## config.mk

```make
export PLATFORM = sky130hd
export DESIGN_NAME = vga_frame_arbiter
export DESIGN_NICKNAME = d
export VERILOG_FILES = /design/src/rtl/vga_pkg.sv /design/src/rtl/fb_addr_gen.sv /design/src/rtl/vga_frame_arbiter.sv
export SDC_FILE = /design/constraint.sdc
export NUM_CORES = 1
export LEC_CHECK = 0
export BUFFER_PORTS_ARGS = -buffer_cell sky130_fd_sc_hd__buf_2
export CELL_PAD_IN_SITES_DETAIL_PLACEMENT = 0
export CELL_PAD_IN_SITES_GLOBAL_PLACEMENT = 1
export CORE_ASPECT_RATIO = 1.1
export CORE_MARGIN = 3
export CORE_UTILIZATION = 32
export DETAILED_ROUTE_END_ITERATION = 12
export GPL_TIMING_DRIVEN = 1
export HOLD_SLACK_MARGIN = 0.06
export PLACE_DENSITY_LB_ADDON = 0.1
export SYNTH_ARGS = -nofsm -noshare
export SYNTH_HDL_FRONTEND = slang
export SYNTH_SLANG_ARGS = --single-unit
export TNS_END_PERCENT = 50
```

## constraint.sdc

```tcl
create_clock -name CLK -period 3.55 [get_ports CLK]
set_input_delay 0.5325 -clock CLK [delete_from_list [all_inputs] [get_ports CLK]]
set_output_delay 0.5325 -clock CLK [all_outputs]
set_load 0.03 [all_outputs]
```

## src/rtl/vga_pkg.sv

```systemverilog
// Shared constants and state encoding for the VGA frame-buffer path.
// Display timing is 640x480@60; the frame buffer is the 4x-downscaled 160x120 image.
package vga_pkg;

  localparam int unsigned H_ACTIVE = 640;
  localparam int unsigned V_ACTIVE = 480;
  localparam int unsigned H_TOTAL  = 800;
  localparam int unsigned V_TOTAL  = 525;
  localparam int unsigned H_SYNC   = 96;
  localparam int unsigned V_SYNC   = 2;
  localparam int unsigned H_BACK   = 48;
  localparam int unsigned V_BACK   = 33;

  localparam int unsigned SCR_W       = 11;
  localparam int unsigned FB_W        = 160;
  localparam int unsigned FB_H        = 120;
  localparam int unsigned SCALE_SHIFT = 2;
  localparam int unsigned FB_WORDS    = 19200;

  localparam int unsigned DATA_W_DEF = 8;
  localparam int unsigned ADDR_W_DEF = 15;

  typedef enum logic [1:0] {
    IDLE  = 2'd0,
    DISP  = 2'd1,
    WRITE = 2'd2
  } arb_state_t;

endpackage

```

## src/rtl/fb_addr_gen.sv

```systemverilog
// Maps a screen coordinate to a linear frame-buffer word address.
// For the 160-word line the multiply is folded into (y<<7)+(y<<5) so no multiplier is inferred.
module fb_addr_gen #(
  parameter int unsigned ADDR_W      = vga_pkg::ADDR_W_DEF,
  parameter int unsigned FB_W        = vga_pkg::FB_W,
  parameter int unsigned SCALE_SHIFT = vga_pkg::SCALE_SHIFT
) (
  input  logic [vga_pkg::SCR_W-1:0] x,
  input  logic [vga_pkg::SCR_W-1:0] y,
  output logic [ADDR_W-1:0]         addr_c
);
  import vga_pkg::*;

  logic [SCR_W-1:0] x_fb;
  logic [SCR_W-1:0] y_fb;

  always_comb begin
    x_fb = x >> SCALE_SHIFT;
    y_fb = y >> SCALE_SHIFT;
  end

  generate
    if (FB_W == 160) begin : g_shift_add
      always_comb begin
        addr_c = ADDR_W'({y_fb, 7'd0}) + ADDR_W'({y_fb, 5'd0}) + ADDR_W'(x_fb);
      end
    end else begin : g_mult
      always_comb begin
        addr_c = ADDR_W'(32'(y_fb) * 32'(FB_W)) + ADDR_W'(x_fb);
      end
    end
  endgenerate

endmodule

```

## src/rtl/vga_frame_arbiter.sv

```systemverilog
// Single-port frame RAM arbiter: display fetch owns the port during active video,
// host writes are squeezed into blanking cycles with a req/ack handshake.
module vga_frame_arbiter #(
  parameter int unsigned DATA_W      = vga_pkg::DATA_W_DEF,
  parameter int unsigned ADDR_W      = vga_pkg::ADDR_W_DEF,
  parameter int unsigned FB_W        = vga_pkg::FB_W,
  parameter int unsigned FB_H        = vga_pkg::FB_H,
  parameter int unsigned SCALE_SHIFT = vga_pkg::SCALE_SHIFT
) (
  input  logic              CLK,
  input  logic              RST,
  input  logic              Ready_Sig,
  input  logic [10:0]       Column_Addr_Sig,
  input  logic [10:0]       Row_Addr_Sig,
  input  logic              Wr_Req,
  input  logic [ADDR_W-1:0] Wr_Addr,
  input  logic [DATA_W-1:0] Wr_Data,
  output logic              Wr_Ack,
  output logic [ADDR_W-1:0] Mem_Addr,
  output logic [DATA_W-1:0] Mem_Wdata,
  output logic              Mem_We,
  input  logic [DATA_W-1:0] Mem_Rdata,
  output logic [DATA_W-1:0] Pixel_Data,
  output logic              Pixel_Valid,
  output logic              Err_Sig
);
  import vga_pkg::*;

  localparam int unsigned WORDS = FB_W * FB_H;

  arb_state_t        state;
  arb_state_t        state_nxt;
  logic [ADDR_W-1:0] disp_addr_c;
  logic              wr_in_range_c;
  logic              disp_v1;

  logic [ADDR_W-1:0] addr_nxt;
  logic [DATA_W-1:0] wdata_nxt;
  logic              we_nxt;
  logic              ack_nxt;
  logic              err_nxt;

  fb_addr_gen #(
    .ADDR_W     (ADDR_W),
    .FB_W       (FB_W),
    .SCALE_SHIFT(SCALE_SHIFT)
  ) u_addr_gen (
    .x     (Column_Addr_Sig),
    .y     (Row_Addr_Sig),
    .addr_c(disp_addr_c)
  );

  always_comb begin
    wr_in_range_c = (Wr_Addr < ADDR_W'(WORDS));
  end

  // Port owner for the next cycle; a write is never granted twice in a row so the
  // writer has a cycle to see Wr_Ack and retire its request.
  always_comb begin
    state_nxt = IDLE;
    addr_nxt  = Mem_Addr;
    wdata_nxt = Mem_Wdata;
    we_nxt    = 1'b0;
    ack_nxt   = 1'b0;
    err_nxt   = Err_Sig;

    if (Ready_Sig) begin
      state_nxt = DISP;
    end else if (Wr_Req && (state != WRITE)) begin
      state_nxt = WRITE;
    end

    case (state_nxt)
      DISP: begin
        addr_nxt = disp_addr_c;
      end
      WRITE: begin
        ack_nxt = 1'b1;
        if (wr_in_range_c) begin
          addr_nxt  = Wr_Addr;
          wdata_nxt = Wr_Data;
          we_nxt    = 1'b1;
        end else begin
          err_nxt = 1'b1;
        end
      end
      default: ;
    endcase
  end

  always_ff @(posedge CLK) begin
    if (RST) begin
      state       <= IDLE;
      Mem_Addr    <= '0;
      Mem_Wdata   <= '0;
      Mem_We      <= 1'b0;
      Wr_Ack      <= 1'b0;
      Err_Sig     <= 1'b0;
      disp_v1     <= 1'b0;
      Pixel_Valid <= 1'b0;
    end else begin
      state       <= state_nxt;
      Mem_Addr    <= addr_nxt;
      Mem_Wdata   <= wdata_nxt;
      Mem_We      <= we_nxt;
      Wr_Ack      <= ack_nxt;
      Err_Sig     <= err_nxt;
      disp_v1     <= Ready_Sig;
      Pixel_Valid <= disp_v1;
    end
  end

  // The RAM's own output register supplies the pixel; only gate it to zero outside active video.
  always_comb begin
    Pixel_Data = Pixel_Valid ? Mem_Rdata : '0;
  end

endmodule

```

======== Word level (Yosys, flattened, before mapping) ========
Cells that the tools add are included.
operators by class
  $add $sub $neg .......................... 2
  multipliers ............................. 0
  div/mod/pow operators ................... 0
  $lt $le $gt $ge ......................... 1
  equal/unequal tests ..................... 4
  shift operators ......................... 0
  muxes and demuxes ....................... 7
  bitwise gates (word level) .............. 2
  reduce and logical (&&, ||, !) cells .... 6
operators with widths
  operator                number
  $pmux W15 S2            1
  $add A15 B14 Y15        1
  $add A15 B9 Y15         1
  $lt A15 B15 Y1 const B  1
  $mux W15                1
  $mux W8                 1
  $reduce_and A2 Y1       3
  $mux W2                 2
  $ne A2 B2 Y1 const B    2
  $eq A2 B1 Y1 const B    1
  $eq A2 B2 Y1 const B    1
  $mux W1                 2
  $not A1 Y1              2
  $reduce_bool A2 Y1      1
  $reduce_or A2 Y1        1
  $logic_and A1 B1 Y1     1
storage, ports and cells
  flip-flop bits (word level) ............. 30
  latch bits .............................. 0
  RAM bits ................................ 0
  bits in read-only memories .............. 0
  bits of input ports ..................... 57
  output and inout port bits .............. 35
  logic and storage cells ................. 30
  memories ................................ 0

======== Depth between registers and ports, before layout ========
  word-level depth ........................ 7
  gate-level depth with buffers ........... 9
  mapped depth without buffers ............ 9

======== Cells and area by module ========
From an unflattened synthesis, not the netlist that was laid out.
unflattened totals
  cells, all modules ...................... 192
  area, all modules ....................... 1752.9 µm²
modules (own cells, without submodules)
  module             times used  cells each  area each (µm²)  sequential area each (µm²)
  vga_frame_arbiter  1           132         1228.7           560.5
  fb_addr_gen        1           60          524.3            0.0

======== Worst setup path before layout ========
No wires, ideal clock.
  kind .................................... in2reg
  start point ............................. input port Column_Addr_Sig[9]
  end point ............................... register Mem_Addr[14]
  library setup time ...................... 0.064 ns
  arrival ................................. 2.569 ns
  required time ........................... 3.486 ns
  setup slack ............................. 0.917 ns
  stages on the path ...................... 9
  buffers on the path ..................... 0
  cells stage by stage .................... inv_1 fa_1 inv_1 fa_1 a21o_1 a21oi_1 o21ai_0 or4_1 nand4_1
on the way
  word-level cells in the longest chain between the ends .. 2
RTL lines
  what                    line                      source
  start: declaration      vga_frame_arbiter.sv:13   input logic [10:0] Column_Addr_Sig,
  $add A15 B9 Y15         fb_addr_gen.sv:25         addr_c = ADDR_W'({y_fb, 7'd0}) + ADDR_W'({y_fb, 5'd0}) + ADDR_W'(x_fb);
  $pmux W15 S2            vga_frame_arbiter.sv:73   case (state_nxt)
  end signal: assignment  vga_frame_arbiter.sv:103  Mem_Addr <= addr_nxt;
  end: declaration        vga_frame_arbiter.sv:19   output logic [ADDR_W-1:0] Mem_Addr,
Every way passes these cells.
A chain may end at the register's enable or synchronous reset.

======== Worst setup path after layout ========
  start point ............................. input port Column_Addr_Sig[9]
  end point ............................... register Mem_Addr[12]
The elaborated chain is that of the path after synthesis.

==> results by group <==
Logic synthesis
  – Yosys reg bits: 28
  – Count of flip-flops with a built-in enable after synthesis: 0
  – Net count after synthesis: 267
  – Summed instance area of the synthesized netlist: 1760 um^2
  – Number of warning messages in the yosys log: 0
  – Most used DFF post-synth: dfxtp_1
  – Post-synthesis sequential area ratio: 0.318
  – Mapped Avg Cell Area: 9.18 um^2
  – Cells after Synth: 192
  – Fraction of registers with async set/reset: 0
  – Library cells used by synthesis: 45

Placement
  – Placed Cells: 343
  – Worst setup slack before clock tree synthesis: 0.647 ns
  – Placed wire-length estimate after detailed placement: 3560 um
  – GPL Wtd Cong: 0.819
  – Number of port buffers: 87

Layout
  – Diodes inserted: 0
  – Most frequent cells in the layout: buf_2 (87), dfxtp_1 (28), nor2_1 (27)
  – Multi-input logic area: 1130 um^2
  – Fill cell instance count of the final layout: 557
  – Final layout net count: 351
  – Area growth from synthesis to layout: 30.1%
  – Share of layout cells above drive strength 1: 0.372
  – Final Instance Count excl. Fillers: 346
  – Most frequent standard cell in the layout excluding fill and tap cells: buf_2
  – Sequential cell area: 561 um^2

Power
  – Total internal power: 0.000537 W
  – Net Sw Frac: 0.347
  – Peak VDD IR: 0.000157 V
  – Power Dens Cells: 359 nW/um^2
  – Combinational share of power: 0.371
  – Sequential Power Share: 0.427
  – Leakage component of the power: 1.16 nW
  – Part of the power in the clock network: 0.202
  – Net Switching: 0.000286 W
  – Total power draw: 0.000823 W

GRT
  – Vias in the first global route: 1544
  – Maximum number of pins on one net before global-route repair: 30
  – Overall global routing resource usage: 0.134
  – Final global-route overflow total: 0
  – Antenna violations before repair: 0
  – Wire length of the first global-routing pass: 7160 um

Setup path
  – Worst-path fanout max: 2
  – Crit path required time: 3.69 ns
  – Critical register-to-register path startpoint: state[0]
  – Setup crit end kind: register
  – Critical path startpoint category: input pin
  – CP cell instances: buf_2, inv_1, fa_1, inv_1, fa_1, a21o_1, a31oi_1, mux2i_1, o41ai_1, a211oi_1
  – Critical R2R Capture: Mem_Addr[2]
  – Critical path's top delay family: adder cells
  – CP max stage cell: fa_1
  – Start-to-end type of the worst setup path: input pin to register
  – Origin of the worst setup path: Column_Addr_Sig[9]
  – Max stage delay on crit path: 0.52 ns
  – Buf/Inv on CP: 3
  – Reg2Reg Depth: 6
  – Critical path arrival: 2.73 ns
  – Slack of the worst reg-to-reg path: 1.76 ns

Timing
  – Final critical path time including I/O delays and setup: 2.59 ns
  – Post-route clock skew: 0.00441 ns
  – Tightest hold margin: 0.483 ns
  – Endpoints failing hold: 0
  – Max-slew violations: 0
  – Total Negative Setup Slacks: 0 ns
  – Slew headroom: 0.636
  – Setup repair after global routing missed its margin: false
  – Slew at the pin with the worst max-slew slack: 0.545 ns
  – Final cycle utilization of the critical path: 0.731
  – Achievable frequency: 385 MHz
  – Number of setup violations in the final report: 0
  – Worst setup margin: 0.955 ns

Hold path
  – Hold path startpoint: Err_Sig
  – Capture endpoint of the worst hold path: Err_Sig
  – Number of stages on the worst hold path: 2
  – Worst min-delay path class: register to register

CTS
  – Count of instances resized after the clock tree is built: 0
  – Buffer type at the clock tree root: clkbuf_8
  – Setup repair bufs after CTS: 0
  – Worst-Skew Late Latency: 0.27 ns
  – Hold bufs inserted after CTS: 0
  – Count of clock tree sinks: 28
  – Register clock-pin slew on the reported worst setup and hold paths: 0.09 ns
  – Longest Clk Path Bufs: 2
  – TritonCTS clock tree: done
  – Clock buffer count from CTS: 3
  – H-Tree Level Count: 1

Floorplan
  – Core Rows: 27
  – Core Region: 5170 um^2
  – Die area: 6430 um^2
  – Top Ports: 92
  – Starting utilization of the core area: 0.341
  – Vertical die dimension: 83.8 um
  – Die W: 76.7 um

Route
  – Detailed-route wire length: 4430 um
  – Via total after detailed routing: 1624
  – Detail Route Antenna Nets: 0
  – Wire per inst: 12.8 um
  – First-pass iteration count of the detailed router: 4
  – Per-cell via count in the routed design: 4.69
  – Remaining DRCs: 0
  – Drt initial violations: 29

Outcome
  – Status: finished clean

Flow run
  – Max-capacitance violation count: 0
-- power groups by stage --
stage / clock network [W] / logic (W) / registers, W
floorplan: 0 / 0.000165 / 0.000409
global placement: 0 / 0.000307 / 0.000358
detailed placement: 0 / 0.000307 / 0.000359
CTS: 0.000175 / 0.000309 / 0.000352
global route: 0.000186 / 0.000335 / 0.000356
finish: 0.000166 / 0.000305 / 0.000352
-- registers in the layout, indices dropped and copies added (netlist names) --
signal,cells
Wr_Ack,1
Mem_We,1
Mem_Addr,15
Mem_Wdata,8
Err_Sig,1
Pixel_Valid,1
state,1
-- area by class of cell --
type / count / area share
sequential: 28 / 0.245
multi-input combinational: 148 / 0.493
timing repair buffer: 88 / 0.193
tap: 72 / 0.0393
clock buffer: 3 / 0.0180
inverter: 7 / 0.0115
-- metrics by stage --
step / cell area, um^2 / util
2_1_floorplan: 1760 / -
3_3_place_gp: 2250 / 0.435
3_5_place_dp: 2250 / 0.435
4_1_cts: 2290 / 0.443
5_1_grt: 2290 / 0.443
6_report: 2290 / 0.443
-- cell usage after synthesis, types with 2 or more instances --
master | instances | area (um^2)
or4_1 | 2 | 15.0
nand2b_1 | 3 | 18.8
nand2_1 | 18 | 67.6
mux2i_1 | 12 | 120
xor2_1 | 2 | 17.5
dfxtp_1 | 28 | 561
nor2_1 | 27 | 101
nor3_1 | 2 | 10.0
nor3b_1 | 2 | 15.0
a21oi_1 | 2 | 10.0
and2_1 | 9 | 56.3
a311oi_2 | 3 | 45.0
a211oi_1 | 6 | 45.0
o21ai_0 | 3 | 15.0
buf_2 | 2 | 10.0
clkbuf_1 | 6 | 22.5
nor4_1 | 2 | 12.5
nor2b_1 | 3 | 18.8
inv_1 | 6 | 22.5
a21o_1 | 4 | 30.0
fa_1 | 3 | 60.1
ha_1 | 15 | 188
nand4_1 | 2 | 12.5
a31oi_1 | 3 | 18.8
xnor2_1 | 2 | 17.5
a311oi_1 | 6 | 52.6
-- tightest hold or removal path, delay by kind of cell, from the launching register on --
| kind | cells | cell delay, ns |
|---|---|---|
| and+or+nand+nor | 1 | 0.07 |
| AOI/OAI and AO/OA | 1 | 0.05 |
| DFF | 1 | 0.34 |
-- worst max-delay path by stage --
stage / to / slack [ns] / cells past startpoint
global placement: Mem_Addr[12] / 0.64 / 10
CTS: Mem_Addr[12] / 0.93 / 10
finish: Mem_Addr[12] / 0.96 / 10
floorplan: Mem_Addr[14] / 0.92 / 9
global route: Mem_Addr[12] / 0.79 / 10
detailed placement: Mem_Addr[12] / 0.65 / 10
-- cells by family (layout without fill, tap and decap cells) --
kind of cell	Yosys count	after routing	share of synthesized area
adders and majority gates	18	18	0.141
muxes	13	13	0.0746
and+or+nand+nor	76	76	0.220
AOI/OAI and AO/OA	37	37	0.187
DFF	28	28	0.318
buffers and inverters	16	98	0.0398
xor gates and xnor gates	4	4	0.0199
-- routing by layer --
layer  track usage  wire length [um]  vias to the layer above
li1              -                 -                      860
met1         0.173              2090                      716
met2         0.229              2130                       44
met3        0.0108               154                        4
met4        0.0544                56                        0
met5             0                 0                        -
Power figures use the tool's default switching activity.
